--- src/rtl/song_player.sv ---
// song_player: auto-play sequencer that walks a {note, dur} song ROM
// and drives a 10-bit keyboard-format note word while in PLAY mode.
//
// Ports:
//   clk, rst         system clock, synchronous active-high reset
//   enable           high while the system is in PLAY mode
//   start            one-cycle pulse, (re)start the song at address 0
//   pause            level, freeze playback while high
//   loop             level, restart at address 0 on song end
//   rom_addr         song ROM address (synchronous ROM, 1-cycle latency)
//   rom_data         {note[9:0], dur[3:0]}, dur=0 marks end of song
//   note_out         current note word, 0 = silence
//   playing          high in FETCH, LOAD, PLAY, GAP and PAUSED
//   done             one-cycle pulse on entering DONE
//   note_idx         address of the sounding entry (same as rom_addr)
module song_player #(
   parameter int TICK_DIV = 12_500_000,
   parameter int GAP_CYC  = 1_000_000,
   parameter int ADDR_W   = 6
) (
   input  logic              clk,
   input  logic              rst,
   input  logic              enable,
   input  logic              start,
   input  logic              pause,
   input  logic              loop,
   output logic [ADDR_W-1:0] rom_addr,
   input  logic [13:0]       rom_data,
   output logic [9:0]        note_out,
   output logic              playing,
   output logic              done,
   output logic [ADDR_W-1:0] note_idx
);

   localparam int PRE_W = (TICK_DIV > 1) ? $clog2(TICK_DIV) : 1;
   localparam int GAP_W = (GAP_CYC > 1) ? $clog2(GAP_CYC) : 1;
   localparam logic [PRE_W-1:0] PRE_MAX = PRE_W'(TICK_DIV - 1);
   localparam logic [GAP_W-1:0] GAP_MAX = GAP_W'(GAP_CYC - 1);

   typedef enum logic [2:0] {
      S_IDLE,
      S_FETCH,
      S_LOAD,
      S_PLAY,
      S_GAP,
      S_PAUSED,
      S_DONE
   } state_t;

   state_t              r_state;
   state_t              r_saved;
   logic [ADDR_W-1:0]   r_addr;
   logic [9:0]          r_note;
   logic [9:0]          r_out;
   logic [PRE_W-1:0]    r_pre;
   logic [3:0]          r_dur;
   logic [GAP_W-1:0]    r_gap;
   logic                r_playing;
   logic                r_done;

   state_t              w_state;
   state_t              w_saved;
   logic [ADDR_W-1:0]   w_addr;
   logic [9:0]          w_note;
   logic [9:0]          w_out;
   logic [PRE_W-1:0]    w_pre;
   logic [3:0]          w_dur;
   logic [GAP_W-1:0]    w_gap;
   logic                w_playing;
   logic                w_done;
   logic                w_adv;
   logic                w_end;
   logic                w_mark0;

   always_ff @(posedge clk) begin
      if (rst) begin
         r_state   <= S_IDLE;
         r_saved   <= S_PLAY;
         r_addr    <= '0;
         r_note    <= '0;
         r_out     <= '0;
         r_pre     <= '0;
         r_dur     <= '0;
         r_gap     <= '0;
         r_playing <= 1'b0;
         r_done    <= 1'b0;
      end else begin
         r_state   <= w_state;
         r_saved   <= w_saved;
         r_addr    <= w_addr;
         r_note    <= w_note;
         r_out     <= w_out;
         r_pre     <= w_pre;
         r_dur     <= w_dur;
         r_gap     <= w_gap;
         r_playing <= w_playing;
         r_done    <= w_done;
      end
   end

   always_comb begin
      w_state = r_state;
      w_saved = r_saved;
      w_addr  = r_addr;
      w_note  = r_note;
      w_out   = r_out;
      w_pre   = r_pre;
      w_dur   = r_dur;
      w_gap   = r_gap;
      w_adv   = 1'b0;
      w_end   = 1'b0;
      w_mark0 = 1'b0;

      unique case (r_state)
         S_IDLE: begin
            w_out  = '0;
            w_addr = '0;
         end
         S_FETCH: begin
            w_out   = '0;
            w_state = S_LOAD;
         end
         S_LOAD: begin
            if (rom_data[3:0] == 4'd0) begin
               w_end   = 1'b1;
               w_mark0 = (r_addr == '0);
            end else begin
               w_note  = rom_data[13:4];
               w_out   = rom_data[13:4];
               w_dur   = rom_data[3:0];
               w_pre   = '0;
               w_state = S_PLAY;
            end
         end
         S_PLAY: begin
            if (r_pre == PRE_MAX) begin
               w_pre = '0;
               w_dur = r_dur - 4'd1;
               if (r_dur == 4'd1) begin
                  w_out = '0;
                  if (GAP_CYC > 0) begin
                     w_gap   = '0;
                     w_state = S_GAP;
                  end else begin
                     w_adv = 1'b1;
                  end
               end
            end else begin
               w_pre = r_pre + PRE_W'(1);
            end
         end
         S_GAP: begin
            if (r_gap == GAP_MAX) w_adv = 1'b1;
            else w_gap = r_gap + GAP_W'(1);
         end
         S_PAUSED: begin
            if (!pause) begin
               w_state = r_saved;
               w_out   = (r_saved == S_PLAY) ? r_note : '0;
            end
         end
         S_DONE: begin
            w_out = '0;
         end
         default: begin
            w_state = S_IDLE;
            w_out   = '0;
            w_addr  = '0;
         end
      endcase

      // last entry of the ROM has no successor: treat as song end
      if (w_adv) begin
         if (&r_addr) begin
            w_end = 1'b1;
         end else begin
            w_addr  = r_addr + ADDR_W'(1);
            w_state = S_FETCH;
         end
      end

      // an end marker at address 0 is an empty song; never loop on it
      if (w_end) begin
         if (loop && !w_mark0) begin
            w_addr  = '0;
            w_state = S_FETCH;
         end else begin
            w_state = S_DONE;
         end
      end

      // the cycle that sees pause still counts; only the next one freezes
      if (pause &&
          (r_state == S_PLAY || r_state == S_GAP) &&
          (w_state == S_PLAY || w_state == S_GAP)) begin
         w_saved = w_state;
         w_state = S_PAUSED;
         w_out   = '0;
      end

      if (start && enable) begin
         w_state = S_FETCH;
         w_addr  = '0;
         w_out   = '0;
      end

      if (!enable) begin
         w_state = S_IDLE;
         w_addr  = '0;
         w_out   = '0;
      end

      w_playing = (w_state == S_FETCH) || (w_state == S_LOAD) ||
                  (w_state == S_PLAY)  || (w_state == S_GAP)  ||
                  (w_state == S_PAUSED);
      w_done    = (w_state == S_DONE) && (r_state != S_DONE);
   end

   assign rom_addr = r_addr;
   assign note_idx = r_addr;
   assign note_out = r_out;
   assign playing  = r_playing;
   assign done     = r_done;

endmodule
--- config.mk ---
export PLATFORM = sky130hd
export DESIGN_NAME = song_player
export DESIGN_NICKNAME = d
export VERILOG_FILES = /design/src/rtl/song_player.sv
export SDC_FILE = /design/constraint.sdc
export NUM_CORES = 1
export LEC_CHECK = 0
export ABC_AREA = 1
export CAP_MARGIN = 20
export CORE_MARGIN = 4
export CORE_UTILIZATION = 52
export CTS_BUF_LIST = sky130_fd_sc_hd__clkbuf_4 sky130_fd_sc_hd__clkbuf_8 sky130_fd_sc_hd__clkbuf_16
export DETAILED_ROUTE_END_ITERATION = 16
export PLACE_DENSITY = 0.76
export RECOVER_POWER = 50
export SYNTH_ARGS = -nofsm -noshare
export SYNTH_HDL_FRONTEND = slang
export SYNTH_SLANG_ARGS = --single-unit
--- constraint.sdc ---
create_clock -name clk -period 1.9 [get_ports clk]
set_clock_uncertainty 0.05 [all_clocks]
set_input_delay 0.475 -clock clk [delete_from_list [all_inputs] [get_ports clk]]
set_output_delay 0.475 -clock clk [all_outputs]
set_load 0.03 [all_outputs]
==> metrics.md <==
| Metric | Value |
|---|---|
| Status | finished with violations |
| Failing checks | negative setup slack |
| Largest net degree at the start of global routing | 21 |
| Placed Area | 5870 sq um |
| Ant. Diodes | 0 |
| Pre-antenna DRT Iters | 5 |
| P_leak | 0.00274 uW |
| Sequential fraction of the synthesis area | 0.350 |
| Via density | 5.38 |
| Die Span Y | 103 um |
| Final period utilization | 1.08 |
| Nets | 859 |
| Num rows | 34 |
| Port buffer count | 43 |
| Area growth, synth to finish | 37.9% |
| Fin crit period | 2.05 ns |
| CTS sink cnt | 82 |
| Clock buffer count from CTS | 9 |
| Syn Nets | 718 |
| Layout cell share with drive strength beyond 1 | 0.309 |
| Count of state elements after synthesis | 82 |
| Initial antenna violation count | 0 |
| Slew Viols, Final | 0 |
| PwrDens | 493 nW/um^2 |
| RSZ-0062 raised after global routing | yes |
| CTS clock-pin slew for the worst setup and hold paths | 0.10 ns |
| Post-synth EDFFs | 0 |
| Req. time, crit path | 2.11 ns |
| DR iter-0 viols | 268 |
| Met2 Track Usage GR | 0.419 |
| Placed insts | 918 |
| Maximum clock rate | 488 MHz |
| Die area | 10600 sq um |
| Post-route ant nets | 0 |
| Setup violators final | 22 |
| Worst-Skew Late Latency | 0.36 ns |
| Detailed Route WL | 13100 um |
| CP Capture Type | flop |
| Initial Util | 0.535 |
| Final hold vios | 0 |
| Via count | 5087 |
| Synthesized instance count | 692 |
| CTS max path bufs | 2 |
| Maxcap violations | 0 |
| Clk root buf | clkbuf_8 |
| Total of warnings raised by yosys | 0 |
| Post-Syn Area | 4690 sq um |
| Grt total ovfl | 0 |
| Design Area, Final | 6470 sq um |
| Final RePlAce weighted congestion | 0.932 |
| # IOs | 44 |
| First-pass GRT wire length | 21300 um |
| Maximum VDD drop | 0.000391 V |
| Type of origin of the critical path | flop |
| Final HPWL DP | 9370 um |
| Synth Flop Type | dfxtp_1 |
| Wire length per cell | 13.9 um |
| CTS tree | yes |
| Share of flip-flops with an asynchronous set or reset | 0 |
| Syn Area/Cell | 6.78 sq um |
| CP Data Arrival Time | 2.26 ns |
| Clock H-tree levels | 3 |
| Synth cell types | 45 |
| Worst Path Max Fanout | 6 |
| Critical path class | flop to flop |
| Finished Layout Cells | 946 |
| HP Class | flop to flop |
| Core area | 8760 sq um |
| GRT Total Usage | 0.245 |
| Met1 Resource Use GR | 0.325 |
| Final worst slack | -0.147 ns |
| GRT busiest layer | met2 |
| # DRC | 0 |
| Rel. slew slack | 0.742 |
| Chip Width | 103 um |
| GR Layer Usage met3 | 0.0386 |
| Worst slew pin tran | 0.384 ns |
| Vias in the first global route | 4800 |
## power breakdown
group / internal (uW) / switching (uW) / total (uW)
clock: 512 / 756 / 1270
combinational: 85.2 / 105 / 190
sequential: 1720 / 5.53 / 1730
## placed cells by master, fill, tap and decap left out, drive strengths merged, types with 2 or more instances in the layout
master | synthesis | final
dlygate4sd2 | 0 | 27
nand4 | 19 | 19
buf | 13 | 103
clkinvlp | 0 | 3
nand3b | 2 | 2
clkbuf | 7 | 12
clkdlybuf4s50 | 0 | 15
a211oi | 9 | 9
a21oi | 56 | 56
xor2 | 13 | 13
nor4 | 6 | 6
dfxtp | 82 | 82
ha | 6 | 6
nand2 | 159 | 160
nand3 | 44 | 44
a31oi | 3 | 3
nor2 | 92 | 92
o21ai | 49 | 49
inv | 89 | 93
or2 | 5 | 5
nor3 | 27 | 27
## registers in the layout, summed over array words and instances (netlist names)
register  cells
r_note       10
r_saved       3
note_idx      6
r_gap        20
r_dur         4
note_out     10
r_pre        24
r_state       3
playing       1
done          1
## cells by family (layout without fill, tap and decap cells)
logic type / Yosys count / in the layout / share of synthesized area
AO/OA/AOI/OAI: 126 / 126 / 0.152
XOR/XNOR: 13 / 13 / 0.0243
adder cells (fa/ha/maj): 6 / 6 / 0.0160
buffers and inverters: 110 / 255 / 0.0949
flip-flops: 82 / 82 / 0.350
AND/OR/NAND/NOR: 355 / 356 / 0.363
## timing repair
item | 4_1_cts | 5_1_grt
gates resized for setup | 77 | 54
gates cloned | 1 | 0
buffers inserted | 8 | 4
pin swaps | 14 | 23
endpoints found under the setup margin | 66 | 62
hold buffers | 0 | 0
## cell usage after synthesis, types with 2 or more instances
cell type | count | area share
a21oi_1 | 54 | 0.058
nor2_2 | 7 | 0.0093
buf_4 | 7 | 0.011
inv_2 | 13 | 0.010
inv_1 | 76 | 0.061
ha_1 | 6 | 0.016
a21oi_2 | 2 | 0.0037
nand2_2 | 13 | 0.017
dfxtp_1 | 82 | 0.35
nor2_1 | 78 | 0.062
nor3_2 | 3 | 0.0064
o21ai_1 | 2 | 0.0021
a211oi_1 | 9 | 0.014
nand3_1 | 38 | 0.041
o21ai_0 | 45 | 0.048
nor4_1 | 5 | 0.0067
nor2_4 | 7 | 0.017
nand3b_1 | 2 | 0.0032
or2_2 | 4 | 0.0053
nand3_4 | 2 | 0.0075
nand4_1 | 18 | 0.024
nand2_4 | 3 | 0.0072
clkbuf_1 | 7 | 0.0056
nand2_1 | 143 | 0.11
buf_2 | 5 | 0.0053
nand3_2 | 4 | 0.0085
xor2_1 | 13 | 0.024
nor3_1 | 24 | 0.026
o21ai_2 | 2 | 0.0037
a31oi_1 | 3 | 0.0040
## worst paths after layout
path / endpoint / from / depth (start not counted) / slack, ns
worst max-delay path: r_state[1] / r_state[1] / 13 / -0.15
worst max register to register: r_state[1] / r_state[1] / 13 / -0.15
worst min register to register: r_note[9] / r_note[9] / 2 / 0.40
worst min-delay path: r_note[9] / r_note[9] / 2 / 0.40
## layer usage
| metal | up-vias | routed length, um |
|---|---|---|
| met2 | 161 | 6500 |
| met3 | 20 | 679 |
| met5 | - | 0 |
| met1 | 2360 | 5770 |
| met4 | 0 | 161 |
| li1 | 2546 | - |
## layout make-up
type	count	area, sq um
fillers	705	2290
multi-input cells	501	2940
clock inverters	7	66.3
repair buffers	149	1200
clock buffers	9	124
inverters	90	350
flip-flops and latches	82	1660
well taps	108	135
## metrics by stage
stage           util  TNS, ns  total power, uW  hold slack (ns)  worst slack (ns)
4_1_cts        0.717    -1.40             3200            0.406            -0.118
5_1_grt        0.739    -5.55             3290            0.435            -0.243
2_1_floorplan      -        0             1850            0.375            0.0100
3_3_place_gp   0.670   -13.77             1940            0.382            -0.403
6_report       0.739    -1.85             3190            0.405            -0.147
3_5_place_dp   0.670   -18.14             1950            0.390            -0.522
## worst max-delay path, cell delays in order (launching register included)
cell,delay (ns)
dfxtp_2,0.37
inv_1,0.10
nand2_1,0.10
nor2_1,0.20
inv_1,0.10
o22ai_1,0.21
o21ai_2,0.11
nand2_2,0.10
nand2_2,0.07
nand2_2,0.09
nand3_4,0.16
buf_4,0.19
nand3_2,0.05
inv_1,0.04
Power figures use the tool's default switching activity.
